File: src/rtl/instr_pipe_regs_pkg.sv
// Shared RV32I definitions for the pipeline-register slice: opcodes, the bubble
// encoding and field extraction helpers.
package instr_pipe_regs_pkg;

  localparam logic [6:0] OP_LOAD   = 7'b0000011;
  localparam logic [6:0] OP_STORE  = 7'b0100011;
  localparam logic [6:0] OP_BRANCH = 7'b1100011;
  localparam logic [6:0] OP_OP     = 7'b0110011;
  localparam logic [6:0] OP_LUI    = 7'b0110111;
  localparam logic [6:0] OP_AUIPC  = 7'b0010111;
  localparam logic [6:0] OP_JAL    = 7'b1101111;

  // addi x0,x0,0: decodes as a harmless ALU op with no architectural effect
  localparam logic [31:0] NOP_INSTR = 32'h00000013;

  function automatic logic [6:0] get_opcode(input logic [31:0] instr);
    return instr[6:0];
  endfunction

  function automatic logic [4:0] get_rd(input logic [31:0] instr);
    return instr[11:7];
  endfunction

  function automatic logic [4:0] get_rs1(input logic [31:0] instr);
    return instr[19:15];
  endfunction

  function automatic logic [4:0] get_rs2(input logic [31:0] instr);
    return instr[24:20];
  endfunction

  // Only the U-type and JAL formats lack an rs1 field.
  function automatic logic uses_rs1(input logic [6:0] opcode);
    return !(opcode == OP_LUI || opcode == OP_AUIPC || opcode == OP_JAL);
  endfunction

  function automatic logic uses_rs2(input logic [6:0] opcode);
    return (opcode == OP_OP || opcode == OP_STORE || opcode == OP_BRANCH);
  endfunction

endpackage

File: src/rtl/instr_pipe_regs_hazard_detect.sv
// Load-use hazard detector: flags a decode-stage instruction that reads the
// destination of a load currently in execute.
module hazard_detect
  import instr_pipe_regs_pkg::*;
(
  input  logic [31:0] instr_d,
  input  logic [31:0] instr_x,
  output logic        hazard
);

  logic [6:0] opcode_d;
  logic [6:0] opcode_x;
  logic [4:0] rd_x;
  logic       rs1_match;
  logic       rs2_match;

  always_comb begin
    opcode_d  = get_opcode(instr_d);
    opcode_x  = get_opcode(instr_x);
    rd_x      = get_rd(instr_x);
    rs1_match = (get_rs1(instr_d) == rd_x) && uses_rs1(opcode_d);
    rs2_match = (get_rs2(instr_d) == rd_x) && uses_rs2(opcode_d);
    // x0 is never really written, so a load to x0 cannot create a dependency
    hazard    = (opcode_x == OP_LOAD) && (rd_x != 5'd0) && (rs1_match || rs2_match);
  end

endmodule

File: src/rtl/instr_pipe_regs.sv
// Instruction/PC pipeline registers IF/ID .. MEM/WB with load-use bubbling,
// branch flush, global hold and saturating stall/flush event counters.
module instr_pipe_regs
  import instr_pipe_regs_pkg::*;
#(
  parameter logic [31:0] NOP      = NOP_INSTR,
  parameter logic [31:0] RESET_PC = 32'h00000000,
  parameter int          CNT_W    = 16
) (
  input  logic             clk,
  input  logic             rst,
  input  logic             hold,
  input  logic [31:0]      instr_f,
  input  logic [31:0]      pc_f,
  input  logic             pc_sel,
  output logic [31:0]      instr_d,
  output logic [31:0]      pc_d,
  output logic [31:0]      instr_x,
  output logic [31:0]      pc_x,
  output logic [31:0]      instr_m,
  output logic [31:0]      instr_w,
  output logic             stall,
  output logic             flush,
  output logic [CNT_W-1:0] stall_cnt,
  output logic [CNT_W-1:0] flush_cnt
);

  logic hazard;

  hazard_detect u_hazard_detect (
    .instr_d (instr_d),
    .instr_x (instr_x),
    .hazard  (hazard)
  );

  // A taken branch makes the stalled instruction wrong-path, so flush wins.
  always_comb begin
    flush = pc_sel & ~hold;
    stall = hazard & ~pc_sel & ~hold;
  end

  always_ff @(posedge clk) begin
    if (rst) begin
      instr_d   <= NOP;
      instr_x   <= NOP;
      instr_m   <= NOP;
      instr_w   <= NOP;
      pc_d      <= RESET_PC;
      pc_x      <= RESET_PC;
      stall_cnt <= '0;
      flush_cnt <= '0;
    end else if (!hold) begin
      if (flush) begin
        // PCs of squashed slots are meaningless; leave them as they were
        instr_d <= NOP;
        instr_x <= NOP;
      end else if (stall) begin
        instr_x <= NOP;
      end else begin
        instr_d <= instr_f;
        pc_d    <= pc_f;
        instr_x <= instr_d;
        pc_x    <= pc_d;
      end
      instr_m <= instr_x;
      instr_w <= instr_m;

      if (stall && (stall_cnt != '1)) stall_cnt <= stall_cnt + CNT_W'(1);
      if (flush && (flush_cnt != '1)) flush_cnt <= flush_cnt + CNT_W'(1);
    end
  end

endmodule

File: config.mk
export PLATFORM = sky130hd
export DESIGN_NAME = instr_pipe_regs
export DESIGN_NICKNAME = d
export VERILOG_FILES = /design/src/rtl/instr_pipe_regs_pkg.sv /design/src/rtl/instr_pipe_regs_hazard_detect.sv /design/src/rtl/instr_pipe_regs.sv
export SDC_FILE = /design/constraint.sdc
export NUM_CORES = 1
export LEC_CHECK = 0
export BUFFER_PORTS_ARGS = -buffer_cell sky130_fd_sc_hd__buf_4
export CAP_MARGIN = 20
export CORE_MARGIN = 2
export CORE_UTILIZATION = 45
export CTS_CLUSTER_SIZE = 40
export DETAILED_ROUTE_END_ITERATION = 7
export GPL_TIMING_DRIVEN = 1
export PLACE_DENSITY = 0.83
export SLEW_MARGIN = 15
export SYNTH_ARGS = -nofsm -noshare
export SYNTH_HDL_FRONTEND = slang
export SYNTH_SLANG_ARGS = --single-unit
File: constraint.sdc
create_clock -name clk -period 2.1 [get_ports clk]
set_clock_uncertainty 0.1 [all_clocks]
set_input_delay 0.105 -clock clk [delete_from_list [all_inputs] [get_ports clk]]
set_output_delay 0.105 -clock clk [all_outputs]
set_load 0.01 [all_outputs]
==> results_dict.tcl <==
set metrics [dict create \
    n_fill_cell 1199 \
    setup_slack_ns -0.3963 \
    critPathLaunchType "flop" \
    cts_inserted_buffers 24 \
    viasPerCell 5.268 \
    violations "negative setup slack" \
    setup_viol_count_final 145 \
    hold_violations 0 \
    nets 1371 \
    core_area_um2 18830 \
    async_flop_share_pct 0 \
    cp.buffers_inverters 3 \
    dr_total_vias 8302 \
    syn-num-nets 952 \
    clock_sink_count 224 \
    h-tree-depth 1 \
    dp_hpwl_um 17630 \
    area_growth_pct 59.75 \
    cp.required_ns 2.37 \
    crit_top_cell "buf_12" \
    worstMarginPinSlew_ns 0.6538 \
    grt_pass1_vias 8042 \
    min_path_type "input pin to flop" \
    final_antenna_net_count 0 \
    clock_path_buffers 3 \
    slowest_stage "or4_4" \
    cp_data_arrival_time_ns 2.77 \
    max_slew_margin_pct 56.42 \
    cts_root_buffer "clkbuf_16" \
    gr-total-overflow 0 \
    clkLatencyLatePin_ns 0.51 \
    drive_above_1_share_pct 38.37 \
    stdcell_count 1576 \
    endpoint_kind "flop" \
    diodes 0 \
    drt_wl_total_um 30000 \
    grt_max_degree 104 \
    io_buffers 293 \
    drv_slew 0 \
    place_area_um2 11700 \
    rrSetupSlack_ns -0.40 \
    final.min_clock_period_ns 2.496 \
    ys_warn_count 0 \
    synth_cell_types 48 \
    ios 294 \
    initial_core_util_pct 46.24 \
    rows 50 \
    grt.total_usage_pct 26.26 \
    die_w_um 143.1 \
    path_class "flop to flop" \
    crit_fanout 6 \
    netlist_instances 882 \
    finalCoreUtilization_pct 73.87 \
    fp.dieArea_um2 20480 \
    max_freq_mhz 400.6 \
    clk_pin_slew_ns 0.06 \
    die_y_um 143.1 \
    dr.pass1.iters 4 \
    ir_drop_mv 0.7049 \
    crit_chain "or4_4, nor2_4, nor4_4, buf_12, nor3_4, buf_6, buf_12, mux2i_1, nor2_1" \
    ys_ff_latch 224 \
    final_cell_mix "buf_4, dfxtp_1, nor2_1, mux2i_1, dlygate4sd3_1" \
    synthFlopType "dfxtp_1" \
    dpl_worst_slack_ns -0.3806 \
    layout_commonest_cell "buf_4" \
    rsz0062_at_grt "true" \
    critPathMaxStageDelay_ns 0.56 \
    cts_tree "built" \
    wl_per_cell_um 19.04 \
    fin_area_um2 13910 \
    antenna_found_initial 0 \
    drc 0 \
    avgSynthCellArea_um2 9.872 \
    synth_edf_count 0 \
    netlist_area_um2 8707 \
    placed_cells 1449 \
    first_iter_violations 358 \
    place_congestion 0.8150 \
    crit_family "simple AND/OR/NAND/NOR gates" \
    fin_setup_tns_ns -42.59 \
    drv_cap 0 \
    cellLeakagePower_nw 6.137 \
    finalCritPeriodShare_pct 118.9 \
    power_density_nw_per_um2 717.7 \
    grt_first_pass_wirelength_um 43010 \
    ys_seq_area_share_pct 51.50 \
    outcome "complete, but fails checks" \
]
==> synthesized netlist by cell type (2+ instances only) <==
cell type | count | share of area [%]
dfxtp_1 | 224 | 52
nor2_1 | 188 | 8.1
mux2i_1 | 142 | 16
clkbuf_1 | 39 | 1.7
a22oi_1 | 29 | 2.5
a21oi_1 | 28 | 1.6
nand2_1 | 17 | 0.73
nand2b_1 | 16 | 1.1
nor2b_1 | 16 | 1.1
nand3b_1 | 15 | 1.3
nand3_1 | 14 | 0.80
nand4_1 | 13 | 0.93
xnor2_1 | 12 | 1.2
and3_1 | 10 | 0.72
xor2_1 | 10 | 1.0
nor3_1 | 9 | 0.52
buf_4 | 8 | 0.69
buf_2 | 6 | 0.34
or4_1 | 6 | 0.52
buf_1 | 5 | 0.22
buf_6 | 5 | 0.65
nor3b_1 | 5 | 0.43
o211ai_1 | 5 | 0.43
o21ai_0 | 5 | 0.29
o41ai_1 | 5 | 0.50
and2_1 | 4 | 0.29
and4_1 | 4 | 0.40
nor4_1 | 4 | 0.29
o21a_1 | 4 | 0.34
o311ai_0 | 4 | 0.40
or2_2 | 4 | 0.29
or3_1 | 4 | 0.29
inv_1 | 3 | 0.13
o31a_1 | 3 | 0.30
ha_1 | 2 | 0.29
o31ai_1 | 2 | 0.17
==> layer usage <==
layer / global-route usage [%] / part of all wire [%]
met5: 0 / 0
met4: 9.067 / 2.5
met3: 5.801 / 6.4
met2: 46.46 / 51
met1: 31.36 / 40
==> worst paths after layout <==
kind                                 start    endpoint  depth (start not counted)
worst max-delay path            instr_x[9]    pc_d[30]                          9
worst min-delay path                  hold  instr_m[0]                          3
worst max register to register  instr_x[9]    pc_d[30]                          9
worst min register to register  instr_w[4]  instr_w[4]                          2
==> cells by family after synthesis <==
group | synth area share, %
simple gates | 18.74
mux | 16.45
buf+inv | 3.707
compound gates | 7.099
flops | 51.50
fa+ha+maj | 0.2874
xor+xnor | 2.213
==> state kept, by name, summed over array words and instances (netlist names) <==
register / count
instr_x: 32
flush_cnt: 16
instr_m: 32
instr_d: 32
instr_w: 32
stall_cnt: 16
pc_x: 32
pc_d: 32
==> power breakdown <==
group	total [mW]	switching (mW)	internal, mW	leakage [nW]
registers	4.41	0.0821	4.33	1.82
clock network	4.51	1.72	2.79	0.412
logic	1.06	0.492	0.569	3.91
==> worst reg2reg max path: stages, from the launching register on <==
cell and delay, ns:
dfxtp_2 0.35, or4_4 0.57, nor2_4 0.17, nor4_4 0.09, buf_12 0.14, nor3_4 0.25, buf_6 0.21, buf_12 0.14
mux2i_1 0.26, nor2_1 0.09
==> stage by stage <==
stage	power, mW	hold slack [ns]
5_1_grt	10.26	0.1163
2_1_floorplan	4.895	0.1522
4_1_cts	9.899	0.07161
6_report	9.983	0.09622
3_3_place_gp	5.266	0.2367
3_5_place_dp	5.282	0.2455
==> final cells by class <==
type	count	area [um2]	area share, %
tap	260	325.3	2.339
timing repair buffer	456	3950	28.40
clock inverter	10	155.1	1.115
clock buffer	31	688.2	4.947
multi-input combinational	592	4283	30.79
inverter	3	11.26	0.08096
sequential	224	4497	32.33
==> what timing repair did <==
action                                 in CTS  in global routing
setup buffers                               5                  9
setup endpoints to repair                 145                145
gates cloned                                4                  4
resized for setup                          25                 60
endpoints found under the hold margin      83                  0
pin swaps                                   7                  9
hold buffers                               65                  0
No activity file was read; power rests on OpenSTA's default activity.
